**config.mk**
```make
export PLATFORM = sky130hd
export DESIGN_NAME = fclk_generator
export DESIGN_NICKNAME = d
export VERILOG_FILES = /design/src/rtl/fclk_generator.sv
export SDC_FILE = /design/constraint.sdc
export NUM_CORES = 1
export LEC_CHECK = 0
export ABC_CLOCK_PERIOD_IN_PS = 4400
export BUFFER_PORTS_ARGS = -buffer_cell sky130_fd_sc_hd__buf_2
export CORE_ASPECT_RATIO = 1.75
export CORE_UTILIZATION = 40
export CTS_BUF_LIST = sky130_fd_sc_hd__clkbuf_2
export DETAILED_ROUTE_END_ITERATION = 10
export PLACE_DENSITY_LB_ADDON = 0.2
export SKIP_CTS_REPAIR_TIMING = 1
export SYNTH_ARGS = -nofsm -noshare
export SYNTH_HDL_FRONTEND = slang
export SYNTH_SLANG_ARGS = --single-unit
export TNS_END_PERCENT = 1
```
**constraint.sdc**
```tcl
create_clock -name CLK -period 4.4 [get_ports CLK]
set_input_delay 0.88 -clock CLK [delete_from_list [all_inputs] [get_ports CLK]]
set_output_delay 0.88 -clock CLK [all_outputs]
set_load 0.03 [all_outputs]
```
**src/rtl/fclk_generator.sv**
```systemverilog
// Programmable slow clock-enable generator with free-run / stop / single-step control.
// Optional `FCLK_CYCLE_COUNTER_EN adds a 32-bit count of generated fclk periods.
module fclk_generator #(
  parameter int CNT_W       = 16,
  parameter int DEFAULT_DIV = 4
) (
  input  logic             CLK,
  input  logic             rst,
  input  logic             run,
  input  logic             step,
  input  logic [CNT_W-1:0] div,
  output logic             fclk,
  output logic             fclk_rise,
  output logic             fclk_fall,
  output logic             busy
`ifdef FCLK_CYCLE_COUNTER_EN
  ,
  output logic [31:0]      fclk_cycles
`endif
);

  localparam logic [CNT_W-1:0] RESET_H = (DEFAULT_DIV == 0) ? CNT_W'(1) : CNT_W'(DEFAULT_DIV);

  typedef enum logic [1:0] {
    IDLE = 2'd0,
    RUN  = 2'd1,
    STEP = 2'd2
  } state_t;

  state_t           state, state_n;
  logic [CNT_W-1:0] cnt, cnt_n;
  logic [CNT_W-1:0] h, h_n;
  logic             fclk_n, rise_n, fall_n, busy_n;
  logic [CNT_W-1:0] div_eff;
  logic             half_end;

  assign div_eff  = (div == '0) ? CNT_W'(1) : div;
  // h is never 0, so h-1 cannot underflow and cnt never wraps.
  assign half_end = (cnt == h - CNT_W'(1));

  always_comb begin
    state_n = state;
    cnt_n   = cnt;
    h_n     = h;
    fclk_n  = fclk;
    rise_n  = 1'b0;
    fall_n  = 1'b0;
    case (state)
      IDLE: begin
        fclk_n = 1'b0;
        if (run || step) begin
          state_n = run ? RUN : STEP;
          fclk_n  = 1'b1;
          rise_n  = 1'b1;
          cnt_n   = '0;
          h_n     = div_eff;
        end
      end
      RUN, STEP: begin
        if (half_end) begin
          cnt_n = '0;
          if (fclk) begin
            fclk_n = 1'b0;
            fall_n = 1'b1;
          end else if (state == RUN && run) begin
            // Period boundary in free-run: rise again and pick up the new divisor.
            fclk_n = 1'b1;
            rise_n = 1'b1;
            h_n    = div_eff;
          end else begin
            state_n = IDLE;
          end
        end else begin
          cnt_n = cnt + CNT_W'(1);
        end
      end
      default: begin
        state_n = IDLE;
        fclk_n  = 1'b0;
        cnt_n   = '0;
      end
    endcase
    busy_n = (state_n != IDLE);
  end

  always_ff @(posedge CLK or posedge rst) begin
    if (rst) begin
      state     <= IDLE;
      cnt       <= '0;
      h         <= RESET_H;
      fclk      <= 1'b0;
      fclk_rise <= 1'b0;
      fclk_fall <= 1'b0;
      busy      <= 1'b0;
    end else begin
      state     <= state_n;
      cnt       <= cnt_n;
      h         <= h_n;
      fclk      <= fclk_n;
      fclk_rise <= rise_n;
      fclk_fall <= fall_n;
      busy      <= busy_n;
    end
  end

`ifdef FCLK_CYCLE_COUNTER_EN
  // Counts on the same edge that raises fclk_rise, so it stays aligned with the strobe.
  always_ff @(posedge CLK or posedge rst) begin
    if (rst) begin
      fclk_cycles <= 32'd0;
    end else if (rise_n) begin
      fclk_cycles <= fclk_cycles + 32'd1;
    end
  end
`endif

endmodule

```
==> impl_results.md <==
- Die Height: 105 microns
- Post-synth top area share: 0.380
- Status: complete, no violations
- Die width: 61.0 microns
- # clock sinks: 38
- Antenna Cells: 0
- Routed WL per cell: 15.5 microns
- Vias in the first global route: 1,966
- Worst VDD drop: 0.252 mV
- DRT iter0 DRCs: 56
- Post-synth EDFFs: 0
- Detailed-route DRC error count: 0
- Synth Warn #: 0
- Main synth FF type: dfrtp_1
- Share of layout cells above drive strength 1: 0.208
- Synth Register Bits: 38
- Minimum clock period: 3.29 ns
- Max Cap Violations: 0
- Clock skew: 0.0233 ns
- Fin crit share: 0.747
- Worst Path Class, Setup: reg -> reg
- Cells after Synth: 246
- Pleak: 1.19 nW
- Mapped Area: 2440 sq um
- Worst Path Buf+Inv: 1
- Placement Cell Area: 2630 sq um
- Initial cell density of the core: 0.414
- CP cell instances: inv_1 -> ha_1 -> or3b_1 -> or3_1 -> a2111oi_2 -> o211ai_1 -> nor4b_4 -> nor2_8 -> mux2_1
- P per Cell Area: 602 nW/um^2
- Critical Path Sink Type: register
- Worst-path clk slew: 0.22 ns
- Num CTS Buffers: 5
- R2R cell count: 9
- WL final: 5460 microns
- Leading area contributor after synthesis: dfrtp_1
- Synth Net Count: 271
- Startpoint Class: register
- Final #Nets: 298
- PortBufs: 23
- Area contributors post-synth: dfrtp_1, xnor2_1, xor2_1, mux2_4, nor2_1
- Max_slew headroom: 0.645
- CTS root buffer: clkbuf_2
- Site Rows: 37
- Synthesis-to-layout area growth: 10.4%
- Sequential cell area: 952 sq um
- Async set or reset register ratio after synthesis: 1.00
- Pins Over Slew Limit: 0
- Die area: 6420 sq um
- CTS tree: yes
- Slew @ Worst Pin: 0.529 ns
- Arrival @ worst endpoint: 3.57 ns
- Final Util: 0.458
- Final ANT Viol Nets: 0
- CP max-delay cell: or3b_1
- Post-synthesis mux area share: 0.0919
- RSZ-0062 raised after global routing: no
- Final setup violating endpoints: 0
- Sequential element share of the synthesized area: 0.391
- Htree depth: 2
- Synth Area in Simple Gates: 0.234
- Avg Vias per Cell: 5.40
- Antenna violations before repair: 0
- Remaining Overflow, GRT: 0
- Largest net degree at the start of global routing: 39
- Fill cells: 579
- Delay-heaviest family, CP: simple AND/OR/NAND/NOR gates
- # IOs: 24
- Worst skew pair latency: 0.40 ns
- CTS max path bufs: 2
- Critical path required time: 4.69 ns
- Syn Area/Cell: 9.90 sq um
- CP max FO: 16
- Cell variety after synth: 54
- Post-Synth XOR/XNOR Area: 0.115
- DR vias: 1,901
- Gpl congestion: 0.771
- Hold Vio Cnt, Final: 0
- First-pass GRT wire length: 9250 microns
- Class of the worst hold path: in -> async
- Setup TNS: 0 ns
- Design area: 2690 sq um
- Adder-cell share of the synthesized area: 0.0257
- Gr usage total: 0.194
- DP HPWL: 4180 microns
- Largest stage delay, worst path: 0.47 ns
- Levels on crit path: 9
- Largest family of logic cells by synthesized area: simple AND/OR/NAND/NOR gates
- Maximum operating frequency: 0.304 GHz
- Core area: 5880 sq um
- Multi-input gate area: 1410 sq um
- Complex-gate fraction of the synthesized area: 0.112
- First drt pass iteration count: 4
==> path summary, 6_finish.rpt <==
kind	from	to	slack, ns
hold reg to reg	cnt[0]$_DFFE_PP0N_	cnt[0]$_DFFE_PP0N_	0.59
hold / removal	rst	cnt[4]$_DFFE_PP0N_	0.56
setup reg to reg	h[0]$_DFFE_PP0P_	h[13]$_DFFE_PP0P_	1.11
min in group CLK	cnt[0]$_DFFE_PP0N_	cnt[0]$_DFFE_PP0N_	0.59
max in group asynchronous	rst	h[2]$_DFFE_PP1P_	3.47
setup / recovery	h[0]$_DFFE_PP0P_	h[13]$_DFFE_PP0P_	1.11
==> layout by cell type (no fill, tap or decap), types with 4 or more instances in the layout <==
master / count
nand3_1: 6
inv_1: 9
nor2_1: 24
xor2_1: 16
nor3_1: 12
and3_1: 4
nor4_1: 8
mux2_4: 9
buf_2: 23
xnor2_1: 16
a21oi_1: 9
clkbuf_2: 5
ha_1: 5
dfrtp_1: 37
nand2_1: 20
mux2_2: 4
o21ai_0: 5
or3_1: 4
==> Yosys cell counts (all sizes together), types with 2 or more instances <==
cell type,n
o211a,2
ha,5
o22ai,2
or3,5
xor2,16
o21ai,5
mux2,16
nor4,8
xnor2,16
nand2,20
and3,4
a41oi,2
dfrtp,37
a21oi,9
o21a,3
or4,4
inv,9
nor2b,3
or2,2
nor3b,3
nand4,3
nor4b,2
buf,4
nand3,6
o211ai,3
nor2,25
nor3,12
==> worst register-to-register path, cell delays in order (launching register included) <==
cell and delay (ns):
dfrtp_1 0.45, inv_1 0.09, ha_1 0.25, or3b_1 0.47
or3_1 0.42, a2111oi_2 0.38, o211ai_1 0.23, nor4b_4 0.42
nor2_8 0.14, mux2_1 0.34
==> flip-flops by register name, summed over array words and instances, names as in the netlist <==
name and flops:
state 2, busy 1, cnt 16, fclk_rise 1, h 16, fclk_fall 1
fclk 1
==> kinds of logic (layout without fill, tap and decap cells) <==
family / after synthesis / in the layout
buffers and inverters: 14 / 42
and+or+nand+nor: 102 / 102
AOI/OAI and AO/OA: 38 / 38
muxes: 17 / 17
adders and majority gates: 5 / 5
DFF: 38 / 38
xor gates and xnor gates: 32 / 32
==> layer usage <==
| metal | track usage | routed length (microns) | vias to the layer above |
|---|---|---|---|
| li1 | - | - | 944 |
| met1 | 0.220 | 2200 | 904 |
| met2 | 0.332 | 2890 | 38 |
| met3 | 0.0294 | 133 | 15 |
| met4 | 0.104 | 232 | 0 |
| met5 | 0 | 0 | - |
==> report_power, final <==
part / internal (mW) / total, mW / switching [mW]
sequential: 0.461 / 0.615 / 0.154
clock: 0.0944 / 0.217 / 0.123
combinational: 0.388 / 0.787 / 0.399
total: 0.944 / 1.62 / 0.676
==> per-stage QoR <==
step                      setup WS [ns]  hold WS (ns)  total power [mW]  instances
after global routing              0.847         0.571              1.75        352
final                              1.11         0.560              1.62        352
after CTS                          1.10         0.552              1.64        352
after floorplan                    1.35         0.514              1.24        246
after detailed placement           1.15         0.563              1.41        344
after global placement             1.16         0.553              1.40        344
==> layout make-up <==
| cell class | count | area share |
|---|---|---|
| multi-input combinational | 194 | 0.525 |
| tap | 78 | 0.0363 |
| inverter | 9 | 0.0126 |
| sequential | 38 | 0.354 |
| clock inverter | 3 | 0.0149 |
| clock buffer | 5 | 0.00930 |
| timing repair buffer | 25 | 0.0484 |
Power figures use the tool's default switching activity.
